`src/rtl/snake_dir_queue.sv`:
```
// rtl/snake_dir_queue.sv - debounced four-button turn controller with a small turn FIFO
module snake_dir_queue #(
  parameter int         DEBOUNCE_CYCLES = 1000000,
  parameter int         QUEUE_DEPTH     = 2,
  parameter logic [1:0] INIT_DIR        = 2'b00
) (
  input  logic                             clk,
  input  logic                             reset,
  input  logic                             btn1,
  input  logic                             btn2,
  input  logic                             btn3,
  input  logic                             btn4,
  input  logic                             move_tick,
  output logic [1:0]                       direction,
  output logic [$clog2(QUEUE_DEPTH+1)-1:0] queue_count,
  output logic                             turn_applied,
  output logic                             press_dropped
);

  localparam int CW = $clog2(DEBOUNCE_CYCLES + 1);
  localparam int PW = (QUEUE_DEPTH > 1) ? $clog2(QUEUE_DEPTH) : 1;
  localparam int QW = $clog2(QUEUE_DEPTH + 1);
  localparam logic [CW-1:0] DB_LAST  = CW'(DEBOUNCE_CYCLES - 1);
  localparam logic [PW-1:0] LAST_IDX = PW'(QUEUE_DEPTH - 1);
  localparam logic [QW-1:0] FULL_CNT = QW'(QUEUE_DEPTH);

  logic [3:0]    raw, sync1, sync2, level, press;
  logic [CW-1:0] cnt [4];

  // Bit index equals the direction code: btn1=UP(00) ... btn4=RIGHT(11).
  assign raw = {btn4, btn3, btn2, btn1};

  always_ff @(posedge clk or posedge reset) begin
    if (reset) begin
      sync1 <= '0;
      sync2 <= '0;
      level <= '0;
      for (int b = 0; b < 4; b++) cnt[b] <= '0;
    end else begin
      sync1 <= raw;
      sync2 <= sync1;
      for (int b = 0; b < 4; b++) begin
        if (sync2[b] == level[b]) begin
          cnt[b] <= '0;
        end else if (cnt[b] == DB_LAST) begin
          cnt[b]   <= '0;
          level[b] <= sync2[b];
        end else begin
          cnt[b] <= cnt[b] + 1'b1;
        end
      end
    end
  end

  // A press is the cycle in which the debounced level is about to rise.
  always_comb begin
    for (int b = 0; b < 4; b++)
      press[b] = sync2[b] & ~level[b] & (cnt[b] == DB_LAST);
  end

  logic [1:0]    mem [QUEUE_DEPTH];
  logic [PW-1:0] wr_ptr, rd_ptr, last_ptr;
  logic [1:0]    cand, ref_dir;
  logic          has_cand, accept, pop, full, push, drop;

  always_comb begin
    has_cand = 1'b1;
    cand     = 2'b00;
    if (press[0])      cand = 2'b00;
    else if (press[1]) cand = 2'b01;
    else if (press[2]) cand = 2'b10;
    else if (press[3]) cand = 2'b11;
    else               has_cand = 1'b0;
  end

  assign last_ptr = (wr_ptr == '0) ? LAST_IDX : wr_ptr - 1'b1;
  assign ref_dir  = (queue_count != '0) ? mem[last_ptr] : direction;
  assign accept   = has_cand && (cand != ref_dir) &&
                    !((cand[1] == ref_dir[1]) && (cand[0] != ref_dir[0]));
  assign pop      = move_tick && (queue_count != '0);
  assign full     = (queue_count == FULL_CNT);
  assign push     = accept && (!full || pop);
  assign drop     = accept && full && !pop;

  always_ff @(posedge clk or posedge reset) begin
    if (reset) begin
      for (int i = 0; i < QUEUE_DEPTH; i++) mem[i] <= 2'b00;
      wr_ptr        <= '0;
      rd_ptr        <= '0;
      queue_count   <= '0;
      direction     <= INIT_DIR;
      turn_applied  <= 1'b0;
      press_dropped <= 1'b0;
    end else begin
      turn_applied  <= pop;
      press_dropped <= drop;
      if (push) begin
        mem[wr_ptr] <= cand;
        wr_ptr      <= (wr_ptr == LAST_IDX) ? '0 : wr_ptr + 1'b1;
      end
      if (pop) begin
        direction <= mem[rd_ptr];
        rd_ptr    <= (rd_ptr == LAST_IDX) ? '0 : rd_ptr + 1'b1;
      end
      if (push && !pop)      queue_count <= queue_count + 1'b1;
      else if (pop && !push) queue_count <= queue_count - 1'b1;
    end
  end

endmodule

```
`config.mk`:
```
export PLATFORM = sky130hd
export DESIGN_NAME = snake_dir_queue
export DESIGN_NICKNAME = d
export VERILOG_FILES = /design/src/rtl/snake_dir_queue.sv
export SDC_FILE = /design/constraint.sdc
export NUM_CORES = 1
export LEC_CHECK = 0
export CORE_ASPECT_RATIO = 1.75
export CORE_MARGIN = 3
export CORE_UTILIZATION = 40
export DETAILED_ROUTE_END_ITERATION = 10
export SYNTH_ARGS = -nofsm -noshare
export SYNTH_HDL_FRONTEND = slang
export SYNTH_SLANG_ARGS = --single-unit
```
`constraint.sdc`:
```
create_clock -name clk -period 10.4 [get_ports clk]
set_clock_uncertainty 0.05 [all_clocks]
set_input_delay 2.08 -clock clk [delete_from_list [all_inputs] [get_ports clk]]
set_output_delay 2.08 -clock clk [all_outputs]
set_load 0.03 [all_outputs]
```
; Yosys cells after proc, flatten, opt, wreduce, memory -nomap -nowiden
; Index checks and enable logic that the tools add are counted.
[op_classes]
reduce_logical = 21
multipliers = 0
muxes = 31
bitwise = 19
eq_ne = 12
n_shift = 0
addsub = 9
order_cmp = 4
n_div = 0
[op_table]
columns = op, n
row1 = 2-to-1 mux 20 bit, 8
row2 = adder 20 x 1 -> 20 bit (second input constant), 4
row3 = equality test 20 bit (second input constant), 4
row4 = 2-to-1 mux 2 bit, 14
row5 = logical AND 1 bit, 10
row6 = AND 1 bit, 8
row7 = NOT 1 bit, 8
row8 = AND reduction 2 bit, 4
row9 = 2-to-1 mux 1 bit, 7
row10 = >= comparator 2 bit (second input constant), 3
row11 = NOT 1 -> 2 bit, 3
row12 = equality test 1 bit, 5
row13 = bitwise mux 4 bit, 1
row14 = logical NOT 1 bit, 4
row15 = nonzero test 2 bit, 2
row16 = adder 1 bit (second input constant), 2
row17 = adder 2 x 1 -> 2 bit (second input constant), 1
row18 = demux 2 bit (select 1 bit), 1
row19 = equality test 2 bit (second input constant), 1
row20 = < comparator 2 x 1 -> 1 bit (second input constant), 1
row21 = != test 2 bit, 1
row22 = subtractor 2 x 1 -> 2 bit (second input constant), 1
row23 = logical OR 1 bit, 1
row24 = != test 1 bit, 1
row25 = subtractor 1 bit (second input constant), 1
[word_totals]
memories = 0
ramBits = 0
ff_bits = 104
word_cells = 114
latchBits = 0
input_bits = 7
output_inout_bits = 6
romBits = 0

; Logic depth before layout (Yosys ltp)
; Gate-level depths: netlist (run 1).
[depth]
ltp_word = 16
mapped_depth = 12
mapped_depth_nobuf = 11

; Worst setup path after synthesis (run 1)
; No wires, ideal clock.
[synth_timing]
kind = input to register
start = in move_tick
end = reg queue_count[1]
stages = 6
setup_time_ps = 81
required_ps = 10269
arrival_ps = 2913
path_slack_ps = 7356
path_buffers = 0
path_cell_list = nor2_1 -> and2_1 -> nor2_1 -> ha_1 -> nor2_1 -> xor2_1
[synth_between]
elab_chain_cells = 6
elab_cells_between_ends = 9
cone_classes = mux (1) / reduce/logical (8)
[synth_lines]
columns = item, line_no
row1 = start: declaration, 13  ; input logic move_tick,
row2 = logical AND 1 bit *, 80  ; assign pop = move_tick && (queue_count != '0);
row3 = logical OR 1 bit, 82  ; assign push = accept && (!full || pop);
row4 = logical AND 1 bit, 82
row5 = logical NOT 1 bit, 106  ; else if (pop && !push) queue_count <= queue_count - 1'b1;
row6 = logical AND 1 bit, 106
row7 = nonzero test 2 bit (no source line), -
row8 = end signal: assignment, 105  ; if (push && !pop) queue_count <= queue_count + 1'b1;
row9 = end signal: assignment, 106
row10 = end: declaration, 15  ; output logic [$clog2(QUEUE_DEPTH+1)-1:0] queue_count,
; Mark *: on every way between the ends. The rest lies on a longest branch, timed or not.
; A chain may end at the register's enable or synchronous reset.

; Worst setup path after layout (run 1)
[layout_timing]
start = reg queue_count[0]
end = out queue_count[0]
; No word-level cell between the ends.

==> metrics.md, run 1 <==
| Metric | Value |
|---|---|
| Asr flop ratio synth | `100%` |
| Maximum operating frequency | `0.275 GHz` |
| Iteration-0 DRC count of the detailed router | `118` |
| CTS tree | `yes` |
| Setup slack of the most critical reg-to-reg path | `7.59 ns` |
| Deepest clock path buffer count | `2` |
| Setup Crit Path Kind | `flop to output port` |
| Type of the worst min-delay path | `flop to flop` |
| Syn avg cell area | `10.1 um2` |
| Endpoint of the worst register-to-register path | `queue_count[1]$_DFFE_PP0P_` |
| Post-Syn Nets | `503` |
| Total Die Area | `0.0138 mm2` |
| Port-buffer cells | `12` |
| Family with the most delay on the worst path | `buffers and inverters` |
| Total power consumption of the routed design | `827 uW` |
| DIE HEIGHT | `153 um` |
| Final Cycle Share | `35.0%` |
| Starting Density | `40.9%` |
| Data arrival at the endpoint of the critical path | `1.51 ns` |
| Startpoint type of the worst setup path | `flop` |
| Data required time at the worst endpoint | `8.27 ns` |
| Setup TNS | `0 ns` |
| Sequential standard cell area | `0.00260 mm2` |
| Synth unique cells | `41` |
| Most used DFF post-synth | `sky130_fd_sc_hd__dfrtp_1` |
| Synth warn | `0` |
| Insertion delay to the later sink of the worst-skew pair | `0.34 ns` |
| Leakage power | `2.39 nW` |
| Cell with the largest stage delay on the worst path | `sky130_fd_sc_hd__clkdlybuf4s50_1` |
| Hold buffer count at cts | `0` |
| Critical Path End Type | `output port` |
| Worst r2r path cells | `11` |
| Max-capacitance violation count | `0` |
| Number of global-route vias before repair | `3,666` |
| Root Buffer Master | `sky130_fd_sc_hd__clkbuf_16` |
| Synth Instances | `487` |
| Area growth from synthesis to final layout | `12.4%` |
| Finish-stage setup viols | `0` |
| Clock network power share | `39.8%` |
| Pwr/cell area | `149 mW/mm2` |
| Largest stage delay, worst path | `0.71 ns` |
| Switching share of total power | `23.2%` |
| Via total after detailed routing | `3,415` |
| Sequential Power Share | `52.2%` |
| Sw Pwr | `192 uW` |
| Register bit count reported by yosys | `104` |
| Final Slew Violations | `0` |
| Multi-input gate area in the final layout | `0.00223 mm2` |
| Area leader, netlist | `sky130_fd_sc_hd__dfrtp_1` |
| CTS buffer count | `9` |
| Source of the worst register-to-register timing path | `cnt[40]$_DFF_PP0_` |
| Num Clock Sinks | `104` |
| Number of inserted filler cells in the final layout | `1,212` |
| Worst slew margin | `50.6%` |
| Post-CTS clock slew at the launch and capture registers of the worst setup and hold paths | `0.07 ns` |
| Maximum fanout count along the critical path | `6` |
| First-pass GRT wire length | `16,500 um` |
| Internal power component | `635 uW` |
| Shortest period the worst path allows | `3.64 ns` |
| Share of the synthesized area in the top cell type | `52.8%` |
| Post-CTS setup buffer count | `0` |
| Core footprint | `0.0121 mm2` |
| Critical path capture point | `queue_count[0]` |
| Start point of the critical path | `queue_count[0]$_DFFE_PP0P_` |
| Core utilization of the finished layout | `45.9%` |
| Final hold vios | `0` |
| Via count normalized by instance count | `5.06` |
| Sequential element share of the synthesized area | `52.8%` |
| Final weighted congestion in routability-driven placement | `0.752` |
| Slew at the pin with the worst max-slew slack | `0.741 ns` |
| DRC viols | `0` |
| Crit path depth | `1` |
| DR pass1 iterations | `4` |
| H-tree level count | `3` |
| Fraction of power consumed by combinational cells | `8.0%` |
| Mean routed wirelength per cell | `13.3 um` |
| Leading cell types by total area after synthesis | `sky130_fd_sc_hd__dfrtp_1 53%, sky130_fd_sc_hd__xor2_1 8.0%, sky130_fd_sc_hd__nor2_1 6.8%` |
| Post-synth EDFFs | `0` |
| Fraction of final layout cells sized beyond drive strength 1 | `5.49%` |
| Global-route usage over all layers | `14.4%` |
| HPWL after DPL | `6350 um` |
| Post-DRT Antenna Nets | `0` |
| Final wirelength | `8970 um` |
| Post_cts resized | `0` |
| Critical path buffers and inverters | `1` |
| Number of rows in the core area | `53` |
| Series of cell instances along the critical path | `clkdlybuf4s50_1` |
| Maximum ir drop on the vdd rail | `0.0816 mV` |
| Grt ovf | `0` |
| # nets final | `522` |
| Ports placed on the boundary | `13` |
| Antenna violations before repair | `0` |
| N_diodes | `0` |
| Setup repair after global routing missed its margin | `false` |
| Result of the run | `finished, final reports clean` |
| Die X-Extent | `90.0 um` |
| Maximum number of pins on one net before global-route repair | `61` |
| Post-synthesis instance area | `0.00493 mm2` |
==> layout by cell type, fill, tap and decap left out, types with 2 or more instances in the layout <==
master                            synthesis  final
sky130_fd_sc_hd__nand4_1                 13     13
sky130_fd_sc_hd__nor2b_1                  3      3
sky130_fd_sc_hd__clkdlybuf4s50_1          0     12
sky130_fd_sc_hd__nor2_1                  90     90
sky130_fd_sc_hd__dfrtp_1                104    104
sky130_fd_sc_hd__o21bai_1                 3      3
sky130_fd_sc_hd__and4bb_1                 2      2
sky130_fd_sc_hd__a21oi_1                 13     13
sky130_fd_sc_hd__or3_1                    8      8
sky130_fd_sc_hd__nand2_1                 34     34
sky130_fd_sc_hd__mux2i_1                  4      4
sky130_fd_sc_hd__and2_1                   7      7
sky130_fd_sc_hd__mux2_2                   4      4
sky130_fd_sc_hd__and3_1                  15     15
sky130_fd_sc_hd__and4_1                   8      8
sky130_fd_sc_hd__o21ai_1                  4      4
sky130_fd_sc_hd__buf_4                    0      4
sky130_fd_sc_hd__xor2_1                  45     45
sky130_fd_sc_hd__nor4b_1                  4      4
sky130_fd_sc_hd__xnor2_1                 24     24
sky130_fd_sc_hd__nor3_1                   9      9
sky130_fd_sc_hd__clkbuf_1                 2      2
sky130_fd_sc_hd__nand3_1                 32     32
sky130_fd_sc_hd__mux2_1                   2      2
sky130_fd_sc_hd__o21ai_0                 10     10
sky130_fd_sc_hd__inv_1                   17     16
sky130_fd_sc_hd__clkbuf_16                0      9
sky130_fd_sc_hd__ha_1                     9      9
==> cell families after synthesis <==
kind of cell	count (synthesis)	share of synthesized area, %
AO/OA/AOI/OAI	35	4.29
AND/OR/NAND/NOR	235	24.2
XOR/XNOR	69	12.2
flip-flops	104	52.8
adder cells (fa/ha/maj)	9	2.28
buffers and inverters	25	2.05
multiplexers	10	2.18
==> power groups by stage <==
stage               Sequential, mW  Clock, mW  Combinational (mW)
detailed placement           0.439          0              0.0681
global route                 0.434      0.358              0.0749
finish                       0.432      0.330              0.0662
global placement             0.439          0              0.0668
floorplan                    0.445          0              0.0393
CTS                          0.432      0.341              0.0682
==> cells in the mapped netlist (all sizes together), types with 3 or more instances <==
cell type,number
dfrtp,104
nor2,90
xor2,45
nand2,34
nand3,32
xnor2,24
inv,17
and3,15
a21oi,14
nand4,14
o21ai,14
nor3,10
and4,9
ha,9
or3,9
and2,7
buf,6
mux2,6
mux2i,4
nor4b,4
nor2b,3
o21bai,3
==> area by class of cell <==
type                            instances  share of cell area (%)
Clock buffer                           12                    4.45
Timing Repair Buffer                   16                    2.71
Multi-Input combinational cell        358                    40.2
Inverter                               17                    1.20
Tap cell                              165                    3.72
Clock inverter                          3                   0.767
Sequential cell                       104                    46.9
==> state kept, by name (all words and copies together), names as in the netlist <==
signal         count
cnt               80
level              4
mem                4
sync1              4
sync2              4
direction          2
queue_count        2
press_dropped      1
rd_ptr             1
turn_applied       1
wr_ptr             1
==> worst min path at each step <==
stage                  startpoint                  to  slack (ns)  cells past startpoint
6_report       sync1[1]$_DFF_PP0_  sync2[1]$_DFF_PP0_        0.30                      0
5_1_grt        sync1[1]$_DFF_PP0_  sync2[1]$_DFF_PP0_        0.32                      0
4_1_cts        sync1[1]$_DFF_PP0_  sync2[1]$_DFF_PP0_        0.30                      0
3_5_place_dp   sync1[1]$_DFF_PP0_  sync2[1]$_DFF_PP0_        0.29                      0
3_3_place_gp   sync1[0]$_DFF_PP0_  sync2[0]$_DFF_PP0_        0.29                      0
2_1_floorplan  sync1[0]$_DFF_PP0_  sync2[0]$_DFF_PP0_        0.28                      0
==> routing by layer <==
metal	GRT usage (%)	share of wire (%)	vias up
met5	0	0	-
met2	26.8	55	31
li1	-	-	1687
met3	2.22	1.8	18
met4	6.87	2.6	0
met1	15.7	40	1679
==> per-stage QoR <==
stage / setup slack (ns) / hold slack, ns / instances / area, um2
2_1_floorplan: 5.54 / 0.281 / 487 / 4930
3_3_place_gp: 6.61 / 0.287 / 660 / 5260
3_5_place_dp: 6.57 / 0.290 / 660 / 5260
4_1_cts: 6.74 / 0.305 / 675 / 5540
5_1_grt: 6.69 / 0.317 / 675 / 5540
6_report: 6.76 / 0.303 / 675 / 5540
Note: power is estimated with default switching activity, not from simulation.
==> inputs of run 2 (changes only) <==
==> constraint.sdc (replaced) <==
create_clock -name clk -period 3.2 [get_ports clk]
set_clock_uncertainty 0.05 [all_clocks]
set_input_delay 0.64 -clock clk [delete_from_list [all_inputs] [get_ports clk]]
set_output_delay 0.64 -clock clk [all_outputs]
set_load 0.03 [all_outputs]
==> metrics.md, run 2 (same netlist as run 1, synthesis figures left out) <==
| Metric | Value |
|---|---|
| Result of the run | `finished, final reports clean` |
| Hold path startpoint | `sync1[0]$_DFF_PP0_` |
| Number of rows in the core area | `53` |
| Startpoint type of the worst setup path | `flop` |
| Max-capacitance violation count | `0` |
| Die X-Extent | `90.0 um` |
| Data required time at the worst endpoint | `3.42 ns` |
| Post-Layout Inst Area | `0.00563 mm2` |
| Critical Path End Type | `flop` |
| Core footprint | `0.0121 mm2` |
| First-pass GRT wire length | `16,100 um` |
| Total Die Area | `0.0138 mm2` |
| DIE HEIGHT | `153 um` |
| Final-layout worst hold slack | `0.300 ns` |
| Pwr/cell area | `513 mW/mm2` |
| Worst Hold Path EP | `sync2[0]$_DFF_PP0_` |
| Insertion delay to the later sink of the worst-skew pair | `0.34 ns` |
| Setup repair after global routing missed its margin | `false` |
| Leakage power | `2.42 nW` |
| Ports placed on the boundary | `13` |
| Deepest clock path buffer count | `2` |
| Num Clock Sinks | `104` |
| Mean routed wirelength per cell | `13.2 um` |
| Data arrival at the endpoint of the critical path | `2.86 ns` |
| Final wirelength | `8970 um` |
| Finish-stage setup viols | `0` |
| Final Slew Violations | `0` |
| Worst r2r path cells | `11` |
| Root Buffer Master | `sky130_fd_sc_hd__clkbuf_16` |
| DRC viols | `0` |
| CTS buffer count | `9` |
| Slew at the pin with the worst max-slew slack | `0.628 ns` |
| Worst slew margin | `58.2%` |
| Top library cells by usage in the layout, fill and taps aside | `104 x sky130_fd_sc_hd__dfrtp_1, 90 x sky130_fd_sc_hd__nor2_1, 45 x sky130_fd_sc_hd__xor2_1` |
| Fraction of final layout cells sized beyond drive strength 1 | `6.43%` |
| Worst slack, placed | `0.541 ns` |
| Source of the worst register-to-register timing path | `cnt[40]$_DFF_PP0_` |
| Post-detailed-placement cell area | `0.00528 mm2` |
| Maximum number of pins on one net before global-route repair | `63` |
| Port-buffer cells | `12` |
| Maximum operating frequency | `0.379 GHz` |
| HPWL after DPL | `6320 um` |
| Iteration-0 DRC count of the detailed router | `137` |
| Setup slack of the most critical reg-to-reg path | `0.56 ns` |
| Final Cycle Share | `82.5%` |
| H-tree level count | `3` |
| Flip-flop count of the largest register after layout | `80` |
| Number of stages on the worst hold path | `0` |
| Post-DRT Antenna Nets | `0` |
| N_diodes | `0` |
| Global-route usage over all layers | `14.1%` |
| Post_cts resized | `0` |
| Area growth from synthesis to final layout | `14.1%` |
| Starting Density | `40.9%` |
| Setup TNS | `0 ns` |
| DR pass1 iterations | `5` |
| Antenna violations before repair | `0` |
| Endpoint of the worst register-to-register path | `queue_count[1]$_DFFE_PP0P_` |
| Via total after detailed routing | `3,437` |
| Post-CTS clock slew at the launch and capture registers of the worst setup and hold paths | `0.07 ns` |
| Commonest non-fill, non-tap cell in the layout | `sky130_fd_sc_hd__dfrtp_1` |
| Top reg by flops | `cnt` |
| Maximum ir drop on the vdd rail | `0.293 mV` |
| Final weighted congestion in routability-driven placement | `0.765` |
| Post-CTS setup buffer count | `0` |
| Via count normalized by instance count | `5.07` |
| Maximum fanout count along the critical path | `4` |
| Type of the worst min-delay path | `flop to flop` |
| Grt ovf | `0` |
| Hold buffer count at cts | `0` |
| Final hold vios | `0` |
| CTS tree | `yes` |
| Shortest period the worst path allows | `2.64 ns` |
| Crit path setup slack, layout | `0.561 ns` |
| # nets final | `524` |
| Number of global-route vias before repair | `3,608` |
| Setup Crit Path Kind | `flop to flop` |
run 2: routing by layer:
metal  vias up  track usage [%]  routed length (um)
met5         -                0                   0
met4         0             6.65                 218
met3        13             2.46                 159
met2        30             26.0                4840
met1      1707             15.7                3750
li1       1687                -                   -
run 2: report_power, final:
group / internal (mW) / switching [mW] / total (mW)
Sequential: 1.36 / 0.0477 / 1.40
Combinational: 0.0899 / 0.130 / 0.220
Clock: 0.766 / 0.496 / 1.26
Total: 2.21 / 0.674 / 2.88
run 2: final cells by class:
class / count / area [um2]
clock buffer: 9 / 225
inverter: 17 / 67.6
timing repair buffer: 18 / 178
sequential: 104 / 2600
clock inverter: 7 / 119
fill: 1180 / 6440
multi-input combinational: 358 / 2230
tap: 165 / 206
run 2: metrics by stage:
step,std cells,power (mW),utilization (%)
2_1_floorplan,487,1.57,-
3_3_place_gp,662,1.65,43.8
3_5_place_dp,662,1.65,43.8
4_1_cts,678,2.92,46.6
5_1_grt,678,3.00,46.6
6_report,678,2.88,46.6
run 2: worst max-delay path by stage:
stage	slack, ns	cells after the start	from	to
detailed placement	0.54	10	cnt[40]$_DFF_PP0_	queue_count[1]$_DFFE_PP0P_
floorplan	0.83	10	cnt[40]$_DFF_PP0_	queue_count[1]$_DFFE_PP0P_
finish	0.56	11	cnt[40]$_DFF_PP0_	queue_count[1]$_DFFE_PP0P_
CTS	0.53	10	cnt[40]$_DFF_PP0_	queue_count[1]$_DFFE_PP0P_
global placement	0.63	11	cnt[40]$_DFF_PP0_	queue_count[1]$_DFFE_PP0P_
global route	0.35	11	cnt[40]$_DFF_PP0_	queue_count[1]$_DFFE_PP0P_
run 2: worst max-delay path, cell delays in order, from the launching register on:
cell                      delay [ns]
sky130_fd_sc_hd__dfrtp_1        0.39
sky130_fd_sc_hd__ha_1           0.24
sky130_fd_sc_hd__and4_4         0.27
sky130_fd_sc_hd__nand4_4        0.11
sky130_fd_sc_hd__o32ai_1        0.49
sky130_fd_sc_hd__nor2_1         0.14
sky130_fd_sc_hd__mux2i_1        0.22
sky130_fd_sc_hd__nor2_1         0.07
sky130_fd_sc_hd__ha_1           0.19
sky130_fd_sc_hd__xor2_1         0.14
sky130_fd_sc_hd__nor2_1         0.11
sky130_fd_sc_hd__xor2_1         0.15
==> inputs of run 3 (changes only) <==
==> constraint.sdc (replaced) <==
create_clock -name clk -period 2.6 [get_ports clk]
set_clock_uncertainty 0.05 [all_clocks]
set_input_delay 0.52 -clock clk [delete_from_list [all_inputs] [get_ports clk]]
set_output_delay 0.52 -clock clk [all_outputs]
set_load 0.03 [all_outputs]
==> metrics.md, run 3 (same netlist as run 1, synthesis figures left out) <==
| Metric | Value |
|---|---|
| DR pass1 iterations | `4` |
| Iteration-0 DRC count of the detailed router | `116` |
| Mean routed wirelength per cell | `13.4 um` |
| Fraction of final layout cells sized beyond drive strength 1 | `7.69%` |
| Maximum operating frequency | `0.411 GHz` |
| Starting Density | `40.9%` |
| Via count normalized by instance count | `5.08` |
| Total Die Area | `0.0138 mm2` |
| Slew at the pin with the worst max-slew slack | `0.531 ns` |
| Shortest period the worst path allows | `2.43 ns` |
| Finish-stage setup viols | `0` |
| DRC viols | `0` |
| Type of the worst min-delay path | `flop to flop` |
| Area growth from synthesis to final layout | `15.3%` |
| # nets final | `533` |
| Result of the run | `finished, final reports clean` |
| Antenna violations before repair | `0` |
| Critical Path Most Common Cell | `sky130_fd_sc_hd__nor2_1` |
| Number of global-route vias before repair | `3,528` |
| CTS tree | `yes` |
| Post-detailed-placement cell area | `0.00536 mm2` |
| Flip-flop count of the largest register after layout | `80` |
| Series of cell instances along the critical path | `ha_1, and4_4, nand4_4, o32ai_4, nor2_1, mux2i_1, nor2_1, ha_1, xor2_1, nor2_1, xor2_1` |
| Insertion delay to the later sink of the worst-skew pair | `0.34 ns` |
| Grt ovf | `0` |
| Family with the most delay on the worst path | `simple AND/OR/NAND/NOR gates` |
| Commonest non-fill, non-tap cell in the layout | `sky130_fd_sc_hd__dfrtp_1` |
| Final Cycle Share | `93.6%` |
| Sequential Power Share | `50.8%` |
| Cell with the largest stage delay on the worst path | `sky130_fd_sc_hd__dfrtp_1` |
| Core utilization of the finished layout | `47.1%` |
| HPWL after DPL | `6560 um` |
| Clock network power share | `41.2%` |
| Ports placed on the boundary | `13` |
| Post-DRT Antenna Nets | `0` |
| Final hold vios | `0` |
| Top reg by flops | `cnt` |
| Setup Crit Path Kind | `flop to flop` |
| Maximum ir drop on the vdd rail | `0.306 mV` |
| H-tree level count | `3` |
| Data required time at the worst endpoint | `2.82 ns` |
| Data arrival at the endpoint of the critical path | `2.65 ns` |
| Via total after detailed routing | `3,482` |
| Final weighted congestion in routability-driven placement | `0.811` |
| Final wirelength | `9160 um` |
| Num Clock Sinks | `104` |
| Sw Pwr | `785 uW` |
| Max-capacitance violation count | `0` |
| Die X-Extent | `90.0 um` |
| Top library cells by usage in the layout, fill and taps aside | `104 x sky130_fd_sc_hd__dfrtp_1, 90 x sky130_fd_sc_hd__nor2_1, 45 x sky130_fd_sc_hd__xor2_1` |
| Core footprint | `0.0121 mm2` |
| Switching share of total power | `23.1%` |
| Number of inserted filler cells in the final layout | `1,168` |
| Final Slew Violations | `0` |
| DIE HEIGHT | `153 um` |
| Internal power component | `2.62 mW` |
| Maximum fanout count along the critical path | `4` |
| N_diodes | `0` |
| Worst slew margin | `64.3%` |
| Startpoint type of the worst setup path | `flop` |
| Maximum number of pins on one net before global-route repair | `58` |
| Critical path buffers and inverters | `0` |
| Post-CTS clock slew at the launch and capture registers of the worst setup and hold paths | `0.07 ns` |
| Fraction of power consumed by combinational cells | `8.0%` |
| Deepest clock path buffer count | `2` |
| Crit path setup slack, layout | `0.167 ns` |
| Global-route usage over all layers | `14.3%` |
| Leakage power | `2.45 nW` |
| Pwr/cell area | `598 mW/mm2` |
| Setup TNS | `0 ns` |
| Final-layout worst hold slack | `0.304 ns` |
| Port-buffer cells | `12` |
| Number of rows in the core area | `53` |
| Post-Layout Inst Area | `0.00569 mm2` |
| Worst slack, placed | `0.0629 ns` |
| First-pass GRT wire length | `16,200 um` |
| Root Buffer Master | `sky130_fd_sc_hd__clkbuf_16` |
| CTS buffer count | `9` |
| Critical Path End Type | `flop` |
| Largest stage delay, worst path | `0.40 ns` |
-- run 3: cell types whose count changed in the layout (fill, tap and decap cells not counted), sizes merged --
cell / change
clkbuf: +2
inv: -1
clkinvlp: -2
buf: +9
bufinv: -1
-- run 3: stage by stage --
stage	cells	power, mW
2_1_floorplan	487	1.94
3_3_place_gp	670	2.03
3_5_place_dp	670	2.04
4_1_cts	684	3.46
5_1_grt	685	3.56
6_report	685	3.40
-- run 3: path summary, 6_finish.rpt --
kind,end,startpoint,slack [ns],depth (start not counted)
max in group asynchronous,press_dropped$_DFF_PP0_,reset,1.40,3
worst max register to register,queue_count[1]$_DFFE_PP0P_,cnt[40]$_DFF_PP0_,0.17,11
worst min-delay path,sync2[1]$_DFF_PP0_,sync1[1]$_DFF_PP0_,0.30,0
worst max-delay path,queue_count[1]$_DFFE_PP0P_,cnt[40]$_DFF_PP0_,0.17,11
min in group asynchronous,cnt[23]$_DFF_PP0_,reset,0.49,2
worst min register to register,sync2[1]$_DFF_PP0_,sync1[1]$_DFF_PP0_,0.30,0
-- run 3: routing by layer --
metal  wire length, um  up-vias  track usage [%]  share of wire (%)
met2              5070       34             26.4                 55
met4               222        0             6.14                2.4
li1                  -     1706                -                  -
met5                 0        -                0                  0
met3               180       16             2.56                2.0
met1              3690     1726             15.9                 40
-- run 3: cell type report --
type | instances | area [um2] | area share (%)
repair buffers | 27 | 258 | 4.53
flip-flops and latches | 104 | 2600 | 45.7
well taps | 165 | 206 | 3.63
multi-input cells | 358 | 2250 | 39.6
clock inverters | 3 | 68.8 | 1.21
inverters | 17 | 67.6 | 1.19
clock buffers | 11 | 233 | 4.09
-- run 3: power by group through the flow --
stage	registers (mW)	clock network, mW	logic, mW
global placement	1.76	0	0.275
CTS	1.73	1.45	0.282
detailed placement	1.76	0	0.281
floorplan	1.78	0	0.158
global route	1.74	1.51	0.306
finish	1.73	1.40	0.274
-- run 3: what timing repair did --
action                                  4_1_cts  5_1_grt
hold buffers                                  0        0
setup buffers                                 0        1
gates resized for setup                       0        3
endpoints found under the setup margin        0        1
==> variant 1: new RTL, config.mk and constraints of run 2 <==
Change the parameter `QUEUE_DEPTH` from 2 to 1.
--- a/src/rtl/snake_dir_queue.sv
+++ b/src/rtl/snake_dir_queue.sv
@@ -2,5 +2,5 @@
 module snake_dir_queue #(
   parameter int         DEBOUNCE_CYCLES = 1000000,
-  parameter int         QUEUE_DEPTH     = 2,
+  parameter int         QUEUE_DEPTH     = 1,
   parameter logic [1:0] INIT_DIR        = 2'b00
 ) (
Interface: changed (resized queue_count); port bits go from 13 to 12. No check against the original RTL was run, so the function may have changed too.
==> variant 1 against run 2 <==
Via count down 7.1%. Die area fell by 4.2%. Wire length fell by 6.0%. Final cell count is 8.6% lower. Area after synthesis decreased by 4.5%. Sequential share of layout area increased by 0.87 points. Design area down 6.6%. Synthesized cell count is 3.9% lower. Sequential cell count decreased by 5. Setup slack gained 0.20 ns. Non-clock buffer count is 4 lower. Critical endpoint is now mem[1]$_DFFE_PP0P_. Largest cell class unchanged.
Power is not compared: it rests on default switching activity, and its combinational part moved more than twofold at a synthesized area within 25%.
==> variant 1: results (changes against run 2) <==
- Seq area share: 47.11% (was 46.24%)
- Number of nets in the layout: 499 (was 524)
- Met1 WL: 3616 um (was 3748 um)
- Vias in the first global route: 3,298 (was 3,608)
- Multi-input gate share of total cell area: 40.61% (was 39.62%)
- Met2 Usage GRT: 24.62% (was 25.97%)
- Worst-path cell with the longest stage delay: nor4_1 (was o32ai_1)
- Non-clock buffer share: 2.760% (was 3.157%)
- Port Buffers: 11 (was 12)
- Met3 usage: 3.196% (was 2.462%)
- Outcome: completed (unchanged)
- Seq/Total Area, Yosys: 52.56% (was 52.75%)
- Met1 Use GR: 17.84% (was 15.74%)
- Crit path arrival time: 2.60 ns (was 2.86 ns)
- Min Hold Slack: 0.2997 ns (was 0.3001 ns)
- Worst r2r path cells: 7 (was 11)
- Via Count: 3,194 (was 3,437)
- First-pass GRT wire length: 15,210 um (was 16,070 um)
- Fin crit period: 2.435 ns (was 2.639 ns)
- Met3 wire len: 195 um (was 159 um)
- Post-synth top cells: nor2_1 (100), dfrtp_1 (99), xor2_1 (42) (was dfrtp_1 (104), nor2_1 (90), xor2_1 (45))
- Layout cells sized above 1: 7.377% (was 6.433%)
- Iteration count of the initial detailed-routing pass: 4 (was 5)
- DR WL met2: 4420 um (was 4842 um)
- R2R Path Start: cnt[0]$_DFF_PP0_ (was cnt[40]$_DFF_PP0_)
- DPL Wire Length: 6047 um (was 6325 um)
- Detailed Route WL: 8428 um (was 8968 um)
- Comb_multi_in: 343 (was 358)
- Filler cells: 1,057 (was 1,180)
- Starting DRT DRC Count: 106 (was 137)
- Async SR Flop Fraction: 100.0% (unchanged)
- Reg2Reg Capture Point: mem[1]$_DFFE_PP0P_ (was queue_count[1]$_DFFE_PP0P_)
- Slew @ Worst Pin: 0.7725 ns (was 0.6276 ns)
- Syn Nets: 483 (was 503)
- GRT Util Overall: 14.55% (was 14.15%)
- Largest cells by area after synthesis: dfrtp_1 (53%), nor2_1 (8.0%), xor2_1 (7.8%) (was dfrtp_1 (53%), xor2_1 (8.0%), nor2_1 (6.8%))
- Nonclk buf count: 14 (was 18)
- Critical path fanouts, max: 5 (was 4)
- Clk cell area share: 5.092% (was 6.114%)
- Final GP Congestion: 0.7873 (was 0.7650)
[variant 1: cell count changes after synthesis, moves of 5 or more]
cell      change
nand2b_1      +5
nor2_1       +10
or3_1         -6
clkbuf_1      +5
nand4_1       -5
dfrtp_1       -5
and2_1        -6
a21oi_1       -9
o21ai_0       -6
[variant 1: per-stage QoR]
step	std cells	utilization (%)	total power [mW]	instance area (um2)
2_1_floorplan	468	-	1.361	4717
3_3_place_gp	605	44.19	1.388	4991
3_5_place_dp	605	44.19	1.391	4991
4_1_cts	620	46.56	2.397	5259
5_1_grt	620	46.56	2.460	5259
6_report	620	46.56	2.352	5259
[variant 1: cells by family (layout without fill, tap and decap cells)]
logic type      count (synthesis)  count (layout)  synth area share, %
flops                          99              99                52.56
mux                             7               7                1.646
xor+xnor                       70              70                13.01
fa+ha+maj                       8               8                2.124
simple gates                  244             244                26.25
buf+inv                        26              46                2.124
compound gates                 14              14                2.283
==> variant 2: new RTL, settings of run 2 <==
Made on the original files. Add an input register stage for `btn1`, `btn2`, `btn3`, `btn4` and `move_tick`; this delays them by one clock.
--- a/src/rtl/snake_dir_queue.sv
+++ b/src/rtl/snake_dir_queue.sv
@@ -25,9 +25,23 @@
   localparam logic [QW-1:0] FULL_CNT = QW'(QUEUE_DEPTH);
 
+  logic btn1_q;
+  logic btn2_q;
+  logic btn3_q;
+  logic btn4_q;
+  logic move_tick_q;
+
+  always_ff @(posedge clk) begin
+    btn1_q      <= btn1;
+    btn2_q      <= btn2;
+    btn3_q      <= btn3;
+    btn4_q      <= btn4;
+    move_tick_q <= move_tick;
+  end
+
   logic [3:0]    raw, sync1, sync2, level, press;
   logic [CW-1:0] cnt [4];
 
   // Bit index equals the direction code: btn1=UP(00) ... btn4=RIGHT(11).
-  assign raw = {btn4, btn3, btn2, btn1};
+  assign raw = {btn4_q, btn3_q, btn2_q, btn1_q};
 
   always_ff @(posedge clk or posedge reset) begin
@@ -78,5 +92,5 @@
   assign accept   = has_cand && (cand != ref_dir) &&
                     !((cand[1] == ref_dir[1]) && (cand[0] != ref_dir[0]));
-  assign pop      = move_tick && (queue_count != '0);
+  assign pop      = move_tick_q && (queue_count != '0);
   assign full     = (queue_count == FULL_CNT);
   assign push     = accept && (!full || pop);
Check against the original RTL: no difference found for any inputs over 10 cycles, from zero or initial values and one cycle with reset high; that may be too few to reach the edited logic, so the function may still have changed.
==> variant 2 against run 2 <==
Design area rose by 1.6%. Area after synthesis grew 1.8%. Largest cell class unchanged. Critical endpoint unchanged. Critical path depth is the same. Die area rose by 1.7%. Sequential cell count increased by 5. Wire length rose by 0.50%. Setup slack got worse by 0.35 ns. Synthesized cell count rose by 2.3%.
Power is not compared: it rests on default switching activity, and its combinational part moved more than twofold at a synthesized area within 25%.
==> variant 2: results (changes against run 2) <==
- Outcome: completed (unchanged)
- Nonclk buf count: 21 (was 18)
- DPL Wire Length: 6099 um (was 6325 um)
- Layout cells sized above 1: 7.500% (was 6.433%)
- Met3 wire len: 233 um (was 159 um)
- GRT Util Overall: 14.10% (was 14.15%)
- Clk cell area share: 5.689% (was 6.114%)
- Seq/Total Area, Yosys: 53.80% (was 52.75%)
- Crit path arrival time: 3.21 ns (was 2.86 ns)
- FF/Latch Area: 2703 um2 (was 2603 um2)
- Filler cells: 1,151 (was 1,180)
- Layout clock buffers: 11 (was 9)
- Final GP Congestion: 0.8366 (was 0.7650)
- Syn Nets: 514 (was 503)
- Met1 WL: 3797 um (was 3748 um)
- Area grow syn2layout: 13.82% (was 14.08%)
- Placed inst area: 5351 um2 (was 5284 um2)
- Starting DRT DRC Count: 121 (was 137)
- Number of nets in the layout: 531 (was 524)
- Max-Slew Margin vs Limit: 50.17% (was 58.16%)
- Detailed Route WL: 9013 um (was 8968 um)
- First-pass GRT wire length: 16,120 um (was 16,070 um)
- Hold Crit Endpoint: sync1[1]$_DFF_PP0_ (was sync2[0]$_DFF_PP0_)
- DR WL met2: 4770 um (was 4842 um)
- Period utilization: 93.41% (was 82.47%)
- Inverters: 13 (was 17)
- Via Count: 3,480 (was 3,437)
- Area occupied by multi-input gates: 2231 um2 (was 2230 um2)
- R2R Path Start: cnt[68]$_DFF_PP0_ (was cnt[40]$_DFF_PP0_)
- Max incr delay on CP: 0.60 ns (was 0.49 ns)
- Non-clock buffer share: 3.501% (was 3.157%)
- Iteration count of the initial detailed-routing pass: 4 (was 5)
variant 2: cell count changes after synthesis, moves of 4 or more:
cell	before	now
nor4b_1	4	0
o21ai_0	10	15
and2_1	7	3
clkbuf_1	2	12
nor3_1	9	5
inv_1	17	13
or4_1	0	4
dfxtp_1	0	5
nand2_1	34	45
xnor2_1	24	19
xor2_1	45	50
variant 2: power breakdown:
part	total (mW)	switching (mW)	internal (mW)	leakage [nW]
Sequential	1.41	0.0138	1.40	1.47
Clock	1.20	0.488	0.710	0.160
Combinational	0.0855	0.0579	0.0276	0.871
Total	2.69	0.559	2.13	2.50
variant 2: worst register-to-register path, cell delays in order, from the launching register on:
cell and delay [ns]:
dfrtp_1 0.39, or4b_1 0.52, or4_4 0.60, o32ai_4 0.28
buf_4 0.17, a211oi_1 0.04, a21oi_1 0.20, nor2_1 0.07
ha_1 0.19, xor2_1 0.14, nor2_1 0.11, xor2_1 0.15
variant 2: cell families (layout without fill, tap and decap cells):
kind of cell / count (synthesis) / count (layout) / synth area share (%)
xor gates and xnor gates: 69 / 69 / 12.03
adders and majority gates: 9 / 9 / 2.242
DFF: 109 / 109 / 53.80
and+or+nand+nor: 238 / 238 / 23.69
muxes: 8 / 8 / 1.718
buffers and inverters: 28 / 50 / 2.167
AOI/OAI and AO/OA: 37 / 37 / 4.359
variant 2: layer usage:
metal | vias up | GRT usage [%]
met2 | 34 | 24.28
met4 | 0 | 6.939
met5 | - | 0
met1 | 1720 | 16.39
li1 | 1711 | -
met3 | 15 | 3.260
variant 2: stage by stage:
stage	instances	power (mW)
finish	685	2.694
detailed placement	666	1.527
floorplan	498	1.495
global placement	666	1.524
CTS	682	2.736
global route	685	2.814
